### src/rtl/stage_sequencer.sv
// stage_sequencer: per-stage read/write step sequencing for one layer pass.
// The read side walks stages 0..last_q, each nstep_q cycles long. The write
// side replays the read beat stream WR_LAT cycles later through a shift
// register. hold freezes every sequencing register for back-pressure.
module stage_sequencer #(
    parameter int unsigned STEP_W = 8,
    parameter int unsigned WR_LAT = 3
) (
    input  logic              clk,
    input  logic              rst,
    input  logic              start,
    input  logic [STEP_W-1:0] nstep,
    input  logic [3:0]        last_stage,
    input  logic              hold,
    output logic [3:0]        rd_stage,
    output logic [STEP_W-1:0] rd_step,
    output logic              rd_lstep,
    output logic              rd_valid,
    output logic [3:0]        wr_stage,
    output logic              wr_lstep,
    output logic              wr_valid,
    output logic              busy,
    output logic              done
);

    localparam int unsigned STAGE_W   = 4;
    localparam int unsigned TAIL      = WR_LAT - 1;
    localparam logic [STAGE_W-1:0] MAX_STAGE = STAGE_W'(9);

    typedef enum logic [1:0] {
        IDLE  = 2'd0,
        RUN   = 2'd1,
        DRAIN = 2'd2
    } state_t;

    // One beat of the read stream as carried down the write pipeline.
    typedef struct packed {
        logic               valid;
        logic [STAGE_W-1:0] stage;
        logic               lstep;
    } beat_t;

    state_t             state;
    logic [STEP_W-1:0]  nstep_q;
    logic [STAGE_W-1:0] last_q;
    beat_t              pipe [WR_LAT];

    logic [STEP_W-1:0]  nstep_eff;
    logic [STAGE_W-1:0] last_eff;
    beat_t              rd_beat;
    beat_t              wr_tail;
    logic               final_wr;

    // Values captured at start: zero steps means one step, stage index capped at 9.
    assign nstep_eff = (nstep == '0) ? STEP_W'(1) : nstep;
    assign last_eff  = (last_stage > MAX_STAGE) ? MAX_STAGE : last_stage;

    // Last step of the current read stage, derived from registered state only.
    assign rd_lstep = rd_valid && (rd_step == (nstep_q - STEP_W'(1)));

    // Beat entering the write pipeline; idle slots carry all zeros.
    assign rd_beat.valid = rd_valid;
    assign rd_beat.stage = rd_valid ? rd_stage : '0;
    assign rd_beat.lstep = rd_lstep;

    // Write outputs are the pipeline tail.
    assign wr_tail  = pipe[TAIL];
    assign wr_valid = wr_tail.valid;
    assign wr_stage = wr_tail.stage;
    assign wr_lstep = wr_tail.lstep;

    // Final write beat of the pass is sitting at the tail.
    assign final_wr = wr_tail.valid && wr_tail.lstep && (wr_tail.stage == last_q);

    // Sequencing FSM, read counters and write pipeline.
    always_ff @(posedge clk) begin
        if (!rst) begin
            state    <= IDLE;
            nstep_q  <= STEP_W'(1);
            last_q   <= '0;
            rd_stage <= '0;
            rd_step  <= '0;
            rd_valid <= 1'b0;
            busy     <= 1'b0;
            done     <= 1'b0;
            for (int i = 0; i < int'(WR_LAT); i++) begin
                pipe[i] <= '0;
            end
        end else begin
            case (state)
                IDLE: begin
                    for (int i = 0; i < int'(WR_LAT); i++) begin
                        pipe[i] <= '0;
                    end
                    if (start) begin
                        nstep_q  <= nstep_eff;
                        last_q   <= last_eff;
                        rd_stage <= '0;
                        rd_step  <= '0;
                        rd_valid <= 1'b1;
                        busy     <= 1'b1;
                        done     <= 1'b0;
                        state    <= RUN;
                    end else if (!hold) begin
                        done <= 1'b0;
                    end
                end

                RUN: begin
                    if (!hold) begin
                        pipe[0] <= rd_beat;
                        for (int i = 1; i < int'(WR_LAT); i++) begin
                            pipe[i] <= pipe[i-1];
                        end
                        if (rd_lstep) begin
                            rd_step <= '0;
                            if (rd_stage == last_q) begin
                                rd_valid <= 1'b0;
                                rd_stage <= '0;
                                state    <= DRAIN;
                            end else begin
                                rd_stage <= rd_stage + STAGE_W'(1);
                            end
                        end else begin
                            rd_step <= rd_step + STEP_W'(1);
                        end
                    end
                end

                DRAIN: begin
                    if (!hold) begin
                        pipe[0] <= rd_beat;
                        for (int i = 1; i < int'(WR_LAT); i++) begin
                            pipe[i] <= pipe[i-1];
                        end
                        if (final_wr) begin
                            busy  <= 1'b0;
                            done  <= 1'b1;
                            state <= IDLE;
                        end
                    end
                end

                default: begin
                    busy  <= 1'b0;
                    done  <= 1'b0;
                    state <= IDLE;
                end
            endcase
        end
    end

endmodule

### config.mk
export PLATFORM = sky130hd
export DESIGN_NAME = stage_sequencer
export DESIGN_NICKNAME = d
export VERILOG_FILES = /design/src/rtl/stage_sequencer.sv
export SDC_FILE = /design/constraint.sdc
export NUM_CORES = 1
export LEC_CHECK = 0
export CORE_AREA = 2 2 85 87
export DETAILED_ROUTE_END_ITERATION = 10
export DIE_AREA = 0 0 87 89
export PLACE_DENSITY_LB_ADDON = 0.1
export RECOVER_POWER = 25
export SLEW_MARGIN = 20
export SYNTH_ARGS = -nofsm -noshare
export SYNTH_HDL_FRONTEND = slang
export SYNTH_SLANG_ARGS = --single-unit
### constraint.sdc
create_clock -name clk -period 3.14 [get_ports clk]
set_input_delay 0.628 -clock clk [delete_from_list [all_inputs] [get_ports clk]]
set_output_delay 0.628 -clock clk [all_outputs]
set_load 0.05 [all_outputs]
-- After elaboration in Yosys (flattened, before gate mapping)
Memories as Yosys holds them, arrays and structs flattened.
Cells that the tools add are included.
- register bits after elaboration: 29
- output and inout bits: 22
- RAM bits: 18
- memories kept: 1
- logic and storage cells: 100
- input bits: 16
- eq/ne operators: 12
- mux-type cells: 52
- reductions and logical operators: 13
- $lt $le $gt $ge: 1
- bitwise gates (word level): 10
- add/sub/neg operators: 3
- memory list (name ; words ; width ; read ports ; clocked after memory_dff ; wr ports ; line ; RTL):
    pipe ; 3 ; 6 ; 3 ; 0 ; 3 ; 46 ; beat_t pipe [WR_LAT];
- operators with widths (operator ; count):
    $mux W6 ; 9
    $mux W8 ; 4
    $mux W4 ; 6
    $mux W1 ; 21
    $pmux W8 S2 ; 1
    $mux W2 ; 6
    $ne A2 B2 Y1 const B ; 6
    $reduce_and A4 Y1 ; 3
    $or A1 B1 Y1 ; 9
    $add A8 B1 Y8 const B ; 1
    $eq A4 B4 Y1 ; 2
    $eq A8 B8 Y1 ; 1
    $logic_not A8 Y1 ; 1
    $pmux W4 S2 ; 1
    $sub A8 B1 Y8 const B ; 1
    $pmux W1 S3 ; 2
    $pmux W2 S3 ; 1
    $reduce_and A6 Y1 ; 1
    $reduce_and A5 Y1 ; 1
    $add A4 B1 Y4 const B ; 1
    $gt A4 B4 Y1 const B ; 1
    $logic_and A1 B1 Y1 ; 3
    $ne A3 B3 Y1 const B ; 1
    $reduce_and A3 Y1 ; 1
    7 further kinds ; 7

-- Depth between registers and ports, before layout
Gate-level depths: netlist of run 1.
- depth after elaboration: 7
- depth in mapped cells: 9
- gate-level depth less buffers: 8

-- Worst setup path before layout of run 1
Ideal clock, no wire load.
- path type: reg2out
- start: reg rd_step[0]
- end: out rd_lstep
- required time: 2512 ps
- buffers on the path: 1
- path slack: 622 ps
- arrival time: 1890 ps
- cell stages (with the launch flop): 7
- cell sequence: dfxtp_1 > xor2_1 > nand3_1 > a211oi_1 > o311ai_4 > buf_6 > inv_2
- cells in the longest elaborated chain, start to end: 2
- ends and longest elaborated chain (element ; line ; RTL):
    start, declared ; 16 ; output logic [STEP_W-1:0] rd_step,
    start signal, assigned ; 125 ; rd_step <= rd_step + STEP_W'(1);
    $eq A8 B8 Y1 ; 59 ; assign rd_lstep = rd_valid && (rd_step == (nstep_q - STEP_W'(1)));
    $logic_and A1 B1 Y1 ; 59 ;
    end, declared ; 17 ; output logic rd_lstep,
Every way passes these cells.

-- Worst setup path in the final report of run 1
- start: reg nstep_q[0]
- end: out rd_lstep
- cells in the longest elaborated chain, start to end: 3
- ends and longest elaborated chain (element ; line ; RTL):
    start, declared ; 44 ; logic [STEP_W-1:0] nstep_q;
    start signal, assigned ; 96 ; nstep_q <= nstep_eff;
    $sub A8 B1 Y8 ; 59 ;
    $eq A8 B8 Y1 ; 59 ;
    $logic_and A1 B1 Y1 ; 59 ;
Every way passes these cells.

==> results of run 1 <==
[synthesized netlist by cell type, drive strengths merged, types with 2 or more instances]
library cell  number  share of area
a21o               2         0.0064
a21oi             18          0.039
a31oi              2         0.0054
and2              13          0.035
and3               7          0.019
buf                6          0.019
clkbuf             7          0.011
dfxtp             29           0.25
edfxtp            18           0.23
ha                 3          0.016
inv                6         0.0096
nand2             35          0.056
nand2b             5          0.013
nand3             11          0.024
nand3b             3         0.0096
nand4              3         0.0080
nor2              14          0.022
nor2b              4          0.011
nor3               5          0.011
nor4               3          0.014
o211ai             2         0.0064
o21ai              7          0.015
o22ai              2         0.0054
o41ai              2          0.011
or4                2         0.0064
xnor2              6          0.022
xor2              14          0.052
[registers in the layout, indices dropped and copies added (netlist names)]
register / count
busy: 1
done: 1
last_q: 4
nstep_q: 8
pipe: 18
rd_stage: 4
rd_step: 8
rd_valid: 1
state: 2
[power groups by stage]
stage	sequential (mW)	clock, mW	combinational (mW)
after floorplan	0.706	0	0.112
after CTS	0.684	0.481	0.190
after detailed placement	0.698	0	0.189
after global routing	0.688	0.506	0.208
final	0.684	0.471	0.186
after global placement	0.698	0	0.190
[stage by stage]
stage | area (sq um) | utilization | hold WS, ns | total power [mW] | setup WS (ns)
2_1_floorplan | 2340 | - | 0.449 | 0.818 | 0.622
3_3_place_gp | 2790 | 0.415 | 0.447 | 0.888 | 0.596
3_5_place_dp | 2790 | 0.415 | 0.446 | 0.887 | 0.628
4_1_cts | 2910 | 0.434 | 0.459 | 1.35 | 0.275
5_1_grt | 2910 | 0.432 | 0.485 | 1.40 | 0.114
6_report | 2910 | 0.432 | 0.455 | 1.34 | 0.291
[critical path, delay by kind of cell (launching register included)]
kind            cells  cell delay, ns
flops               1            0.41
compound gates      3            0.75
fa+ha+maj           1            0.27
buf+inv             3            0.31
simple gates        1            0.18
[cell usage in the layout (no fill, tap or decap), types with 3 or more instances in the layout]
cell / instances
a21oi_1: 18
and2_1: 13
and3_1: 7
buf_4: 4
clkbuf_8: 6
clkdlybuf4s50_1: 34
dfxtp_1: 29
edfxtp_1: 18
ha_1: 3
inv_1: 5
nand2_1: 35
nand2b_1: 5
nand3_1: 11
nand3b_1: 3
nand4_1: 3
nor2_1: 14
nor2b_1: 4
nor3_1: 5
o21ai_0: 5
xnor2_1: 6
xor2_1: 14
[layout make-up]
| class | count | area [sq um] | area share |
|---|---|---|---|
| Clock buffer | 6 | 82.6 | 0.0284 |
| Clock inverter | 2 | 38.8 | 0.0134 |
| Inverter | 7 | 26.3 | 0.00904 |
| Multi-Input combinational cell | 179 | 1120 | 0.385 |
| Sequential cell | 47 | 1120 | 0.386 |
| Tap cell | 80 | 100 | 0.0345 |
| Timing Repair Buffer | 43 | 418 | 0.144 |
[worst paths after layout]
kind / cells past startpoint / startpoint / to / slack (ns)
worst min-delay path: 2 / done / done / 0.45
worst max register to register: 9 / nstep_q[0] / rd_stage[2] / 0.69
worst min register to register: 2 / done / done / 0.45
worst max-delay path: 8 / nstep_q[0] / rd_lstep / 0.29
[routing by layer]
metal | track usage | wire, um
met5 | 0 | 0
met2 | 0.230 | 2320
met4 | 0.0469 | 81
met1 | 0.205 | 2550
met3 | 0.0314 | 162
[cell families (layout without fill, tap and decap cells)]
group                      count (synthesis)  in the layout  share of synthesized area
DFF                                       47             47                      0.480
xor gates and xnor gates                  20             20                     0.0749
AOI/OAI and AO/OA                         44             44                      0.129
buffers and inverters                     20             58                     0.0418
muxes                                      1              1                    0.00428
and+or+nand+nor                          110            110                      0.250
adders and majority gates                  4              4                     0.0203
==> metrics.txt, run 1 <==
status finished clean; TritonCTS buffer count 5; Post-CTS Hold Buffers 0; WL/cell 14.1 um; first drt pass iteration count 4; clock root buffer master clkbuf_8; I/O Buffers 37; vias in the first global route 1786; final setup fails 0; Core Rows 30; die height 89 um; post-route ant nets 0; switch share 0.258; Tot GR Track Use 0.147; antenna cell count 0; largest net degree at the start of global routing 19; max incr delay on CP 0.41 ns; antenna violations before repair 0; Final HPWL DP 3680 um; Seq/Total Area, Yosys 0.480; Via density 5.06; Highest Clock Rate 351 MHz; Post-Syn Area per Cell 9.50 sq um; Sink Count 47; setup TNS 0 ns; P_leak 1.13 nW; Netlist Area Pre-Place 2340 sq um; VDD IR max 0.000175 V; EDFF count, synth 18; TritonCTS clock tree built; Internal Pwr Total 0.995 mW; PostCTS Resize Cnt 0; non-filler cells, final 364; FFs w/ async S/R, synth 0; GRT Residual Overflow 0; iteration-0 DRC count of the detailed router 119; cell count after placement 356; HP Class reg -> reg; Synth Warn # 0; Final Hold Vio Count 0; slew margin rel. 0.361; Layout Skew 0.00443 ns; combinational power share 0.139; fin crit period 2.85 ns; worst-case clock buffer depth 2; final wirelength 5120 um; Synth Instances 246; Placer Congestion 0.808; Die Area 7740 sq um; via count 1842; DR DRC count 0; peak fanout along the critical path 6; Worst Tran Pin Value 0.958 ns; max cap viols 0; Slew Limit Fails 0; Clock Power Share 0.351; CORE AREA 6720 sq um; Worst EP required 2.51 ns; RSZ-0062 raised after global routing false; CP Launch Type flop; IO Pins 38; Post-Syn Nets 265; share of layout cells above drive strength 1 0.0634; Seq pwr share 0.510; filler cell count 680; H-Tree Depth 2; global-route wire length before repair 8780 um; ys flop type dfxtp_1; Critical-path top delay cell dfxtp_1; Post-CTS Setup Inserts 0; clock insertion delay at the later pin of the skew report 0.30 ns; Crit. End Element output port; part of the cycle the worst path needs 0.907; Sw Pwr 0.346 mW; synthesized flop and latch total 47; Starting Density 0.348; area grow syn2layout 24.3%; crit path kind reg -> out; Final nets 302; Netlist cell types 50; pwr dens 461 nW/um^2; Reg clk slew, reported paths 0.09 ns; WP data arrival 2.22 ns; chip width 87 um; worst-path cell chain inv_1 > ha_1 > nand2b_1 > o211a_1 > o31ai_1 > o311ai_4 > inv_2 > buf_12
Power figures use the tool's default switching activity.
==> run 2, diff against run 1 <==
CORE_AREA = 5 5 88 90   (was 2 2 85 87)
DIE_AREA = 0 0 93 95   (was 0 0 87 89)
==> run 2 against run 1 <==
Largest cell class unchanged. Final area is 0.26% higher. Global-route usage down 1.6 points. Highest routed layer unchanged. Die area rose by 14%. Critical endpoint unchanged.
==> metrics.txt, run 2 (synthesized netlist as in run 1, its figures left out) <==
final setup fails 0 (unchanged); Highest Clock Rate 360 MHz (was 351 MHz); Post-CTS Hold Buffers 0 (unchanged); Final Hold Vio Count 0 (unchanged); slew margin rel. 0.335 (was 0.361); via count 1871 (was 1842); FF-to-FF path depth 9 (unchanged); Starting Density 0.335 (was 0.348); Final nets 304 (was 302); iteration-0 DRC count of the detailed router 107 (was 119); WP data arrival 2.15 ns (was 2.22 ns); status finished clean (unchanged); CP Launch Type flop (unchanged); IO Pins 38 (unchanged); Power, Total 1.32 mW (was 1.34 mW); worst-case clock buffer depth 2 (unchanged); I/O Buffers 37 (unchanged); pwr dens 453 nW/um^2 (was 461 nW/um^2); Crit Reg-Reg Endpoint rd_step[6] (was rd_stage[2]); clock root buffer master clkbuf_8 (unchanged); Final HPWL DP 4020 um (was 3680 um); FF-to-FF setup slack 0.72 ns (was 0.69 ns); HP Class reg -> reg (unchanged); Most flops, register pipe (unchanged); RR Startpoint nstep_q[0] (unchanged); H-Tree Depth 2 (unchanged); chip width 93 um (was 87 um); global-route wire length before repair 9020 um (was 8780 um); Via density 5.08 (was 5.06); GRT Residual Overflow 0 (unchanged); part of the cycle the worst path needs 0.886 (was 0.907); die height 95 um (was 89 um); Slew Limit Fails 0 (unchanged); fin crit period 2.78 ns (was 2.85 ns); Post-CTS Setup Inserts 0 (unchanged); Critical Path Sink rd_lstep (unchanged); Critical-path top delay cell dfxtp_1 (unchanged); post-route ant nets 0 (unchanged); Core Rows 31 (was 30); max reg flops 18 (unchanged); Sink Count 47 (unchanged); area grow syn2layout 24.6% (was 24.3%); largest net degree at the start of global routing 19 (unchanged); Placer Congestion 0.785 (was 0.808); Final Util 0.417 (was 0.432); setup TNS 0 ns (unchanged); first drt pass iteration count 4 (unchanged); Tot GR Track Use 0.132 (was 0.147); Worst EP required 2.51 ns (about the same); VDD IR max 0.000158 V (was 0.000175 V); Crit. End Element output port (unchanged); antenna cell count 0 (unchanged); DR DRC count 0 (unchanged); max incr delay on CP 0.41 ns (about the same); vias in the first global route 1793 (was 1786); max cap viols 0 (unchanged); TritonCTS buffer count 5 (unchanged); most frequent cells in the layout 35 x nand2_1, 34 x clkdlybuf4s50_1, 29 x dfxtp_1, 18 x a21oi_1, 18 x edfxtp_1 (unchanged); TritonCTS clock tree built (unchanged); top flop regs pipe: 18 flops, nstep_q: 8 flops, rd_step: 8 flops (unchanged); clock insertion delay at the later pin of the skew report 0.30 ns (about the same); share of layout cells above drive strength 1 0.0664 (was 0.0634); RSZ-0062 raised after global routing false (unchanged); most common cell after layout, fill and taps aside nand2_1 (unchanged); crit path kind reg -> out (unchanged); Layout Skew 0.00513 ns (was 0.00443 ns); Die Area 8840 sq um (was 7740 sq um); final wirelength 5510 um (was 5120 um); Worst Tran Pin Value 0.998 ns (was 0.958 ns); Reg clk slew, reported paths 0.09 ns (about the same); peak fanout along the critical path 6 (unchanged); worst-path cell chain inv_1 > ha_1 > nand2b_1 > o211a_1 > o31ai_1 > o311ai_4 > inv_2 > buf_12 (unchanged); P_leak 1.13 nW (about the same); PostCTS Resize Cnt 0 (unchanged); Post-Place Setup Slack 0.695 ns (was 0.628 ns); CORE AREA 6980 sq um (was 6720 sq um); WL/cell 15.0 um (was 14.1 um); final worst slack 0.359 ns (was 0.291 ns); Worst Setup SP nstep_q[0] (unchanged); antenna violations before repair 0 (unchanged)
[run 2: through the flow]
step	instance area, sq um	instances	hold WS, ns
6_report	2910	368	0.463
5_1_grt	2910	368	0.503
4_1_cts	2920	368	0.468
3_5_place_dp	2810	360	0.455
3_3_place_gp	2810	360	0.446
2_1_floorplan	2340	246	0.449
[run 2: critical path: cells and delay by family (launching register included)]
kind	cells	cell delay, ns
AO/OA/AOI/OAI	3	0.68
flip-flops	1	0.41
AND/OR/NAND/NOR	1	0.18
adder cells (fa/ha/maj)	1	0.26
buffers and inverters	3	0.31
[run 2: metal layers]
layer  wire, um  GRT usage  up-vias  part of all wire
li1           -          -      946                 -
met3        175     0.0303        6             0.032
met1       2650      0.179      886              0.48
met5          0          0        -                 0
met4         69     0.0391        0             0.013
met2       2620      0.209       33              0.47
[run 2: how the worst min path moves through the flow]
stage	start	end	cells past startpoint
finish	done	done	2
global route	nstep_q[7]	nstep_q[7]	2
CTS	done	done	2
detailed placement	done	done	2
global placement	done	done	2
floorplan	nstep_q[7]	nstep_q[7]	2
[run 2: report_power, final]
| part | total [mW] | switching, mW | leakage, nW | internal [mW] |
|---|---|---|---|---|
| sequential | 0.684 | 0.0287 | 0.450 | 0.655 |
| clock | 0.447 | 0.210 | 0.0562 | 0.238 |
| combinational | 0.190 | 0.110 | 0.623 | 0.0797 |
| total | 1.32 | 0.349 | 1.13 | 0.972 |
[run 2: area by class of cell]
type / count / area [sq um]
Fill cell: 682 / 4070
Sequential cell: 47 / 1120
Multi-Input combinational cell: 179 / 1120
Timing Repair Buffer: 45 / 433
Tap cell: 82 / 103
Clock buffer: 5 / 68.8
Clock inverter: 3 / 42.5
Inverter: 7 / 26.3
==> run 3, diff against run 2 <==
RECOVER_POWER = default   (was 25)
SETUP_SLACK_MARGIN = 0.3   (was default)
==> run 3 against run 2 <==
Combinational power grew 3%. Critical path depth is the same. Via count grew 1.2%. Clock skew grew 0.0020 ns. Non-clock buffer count is the same. Utilization grew 0.29 points. Final area grew 0.69%. Total power grew 0.31%. Maximum frequency grew 4.7%. Sequential cell count is the same. Critical endpoint unchanged. Largest power group unchanged. Highest routed layer unchanged.
==> metrics.txt, run 3 (synthesized netlist as in run 1, its figures left out) <==
final wirelength 5520 um (was 5510 um); clock insertion delay at the later pin of the skew report 0.30 ns (about the same); max reg flops 18 (unchanged); Final nets 304 (unchanged); Sink Count 47 (unchanged); peak fanout along the critical path 6 (unchanged); share of layout cells above drive strength 1 0.0909 (was 0.0664); Die Area 8840 sq um (unchanged); Worst Min Path Start done (unchanged); CORE AREA 6980 sq um (unchanged); max incr delay on CP 0.41 ns (about the same); met2 WL post-DR 2630 um (was 2620 um); Reg clk slew, reported paths 0.09 ns (about the same); Power, Total 1.32 mW (about the same); Slew Limit Fails 0 (unchanged); slew margin rel. 0.553 (was 0.335); global-route wire length before repair 9020 um (unchanged); final worst slack 0.484 ns (was 0.359 ns); final setup fails 0 (unchanged); highest routed layer met4 (unchanged); Crit. End Element output port (unchanged); P_leak 1.14 nW (was 1.13 nW); I/O Buffers 37 (unchanged); worst-case clock buffer depth 2 (unchanged); most frequent cells in the layout 36 x clkdlybuf4s50_1, 35 x nand2_1, 27 x dfxtp_1, 18 x a21oi_1, 18 x edfxtp_1 (was 35 x nand2_1, 34 x clkdlybuf4s50_1, 29 x dfxtp_1, 18 x a21oi_1, 18 x edfxtp_1); Final Hold Vio Count 0 (unchanged); non-filler cells, final 368 (unchanged); Via density 5.14 (was 5.08); Placer Congestion 0.785 (unchanged); fin crit period 2.66 ns (was 2.78 ns); die height 95 um (unchanged); antenna cell count 0 (unchanged); cell count after placement 360 (unchanged); Critical-path top delay cell dfxtp_1 (unchanged); Final Util 0.420 (was 0.417); post-route ant nets 0 (unchanged); HP Class reg -> reg (unchanged); Starting Density 0.335 (unchanged); worst-path cell chain inv_1 > ha_1 > nand2b_1 > o211a_1 > o31ai_2 > o311ai_4 > inv_2 > buf_12 (was inv_1 > ha_1 > nand2b_1 > o211a_1 > o31ai_1 > o311ai_4 > inv_2 > buf_12); Tot GR Track Use 0.132 (unchanged); CP Launch Type flop (unchanged); iteration-0 DRC count of the detailed router 110 (was 107); max cap viols 0 (unchanged); area grow syn2layout 25.5% (was 24.6%); Worst Tran Pin Value 0.661 ns (was 0.998 ns); first drt pass iteration count 4 (unchanged); Met1 Routed Length 2670 um (was 2650 um); met3 wire length 155 um (was 175 um); TritonCTS clock tree built (unchanged); Post-Place Setup Slack 0.695 ns (unchanged); Post-CTS Setup Inserts 0 (unchanged); GRT Residual Overflow 0 (unchanged); Final HPWL DP 4020 um (unchanged); WP data arrival 2.03 ns (was 2.15 ns); setup TNS 0 ns (unchanged); largest net degree at the start of global routing 19 (unchanged); WL/cell 15.0 um (about the same); part of the cycle the worst path needs 0.846 (was 0.886); DR DRC count 0 (unchanged); crit path kind reg -> out (unchanged); Most flops, register pipe (unchanged); top flop regs pipe: 18 flops, nstep_q: 8 flops, rd_step: 8 flops (unchanged); chip width 93 um (unchanged); antenna violations before repair 0 (unchanged); H-Tree Depth 2 (unchanged); Worst EP required 2.51 ns (about the same); Worst Setup SP nstep_q[1] (was nstep_q[0]); status finished clean (unchanged); VDD IR max 0.000158 V (about the same); clock root buffer master clkbuf_8 (unchanged); vias in the first global route 1793 (unchanged); TritonCTS buffer count 5 (unchanged); RR Startpoint nstep_q[1] (was nstep_q[0]); via count 1893 (was 1871); IO Pins 38 (unchanged); most common cell after layout, fill and taps aside clkdlybuf4s50_1 (was nand2_1); Highest Clock Rate 377 MHz (was 360 MHz); Layout Skew 0.00716 ns (was 0.00513 ns); Core Rows 31 (unchanged); pwr dens 452 nW/um^2 (was 453 nW/um^2); RSZ-0062 raised after global routing false (unchanged)
run 3: cell count changes in the layout (fill, tap and decap cells not counted), sizes merged:
cell | previous run | this run
buf | 7 | 9
clkbuf | 7 | 5
clkdlybuf4s50 | 34 | 36
dlygate4sd3 | 2 | 0
run 3: area by class of cell:
cell class              count  area [sq um]
multi-input cells         179          1130
clock buffers               5          68.8
clock inverters             3          42.5
repair buffers             45           440
inverters                   7          26.3
flip-flops and latches     47          1120
well taps                  82           103
fillers                   685          4050
run 3: metal layers:
layer  up-vias  track usage
li1        947            -
met1       910        0.179
met2        30        0.209
met3         6       0.0303
met4         0       0.0391
met5         -            0
run 3: final timing paths:
path / end / cells after the start / slack (ns)
worst max-delay path: rd_lstep / 8 / 0.48
worst min-delay path: done / 2 / 0.46
worst max register to register: rd_step[6] / 9 / 0.85
worst min register to register: done / 2 / 0.46
run 3: what timing repair did:
item,in CTS,in global routing
setup endpoints to repair,0,1
hold buffers,0,0
gates resized for setup,0,4
run 3: power by group:
| group | internal [mW] | leakage [nW] | switching [mW] | total [mW] |
|---|---|---|---|---|
| combinational | 0.0833 | 0.634 | 0.112 | 0.195 |
| clock | 0.238 | 0.0562 | 0.208 | 0.446 |
| sequential | 0.655 | 0.450 | 0.0287 | 0.684 |
| total | 0.976 | 1.14 | 0.349 | 1.32 |
run 3: worst max-delay path, delay by kind of cell (launching register included):
family | cells | cell delay, ns
buffers and inverters | 3 | 0.29
AND/OR/NAND/NOR | 1 | 0.18
flip-flops | 1 | 0.41
adder cells (fa/ha/maj) | 1 | 0.25
AO/OA/AOI/OAI | 3 | 0.60
run 3: stage by stage:
stage / instance area (sq um) / hold WS (ns)
final: 2930 / 0.463
after floorplan: 2340 / 0.449
after CTS: 2920 / 0.468
after detailed placement: 2810 / 0.455
after global placement: 2810 / 0.446
after global routing: 2930 / 0.503
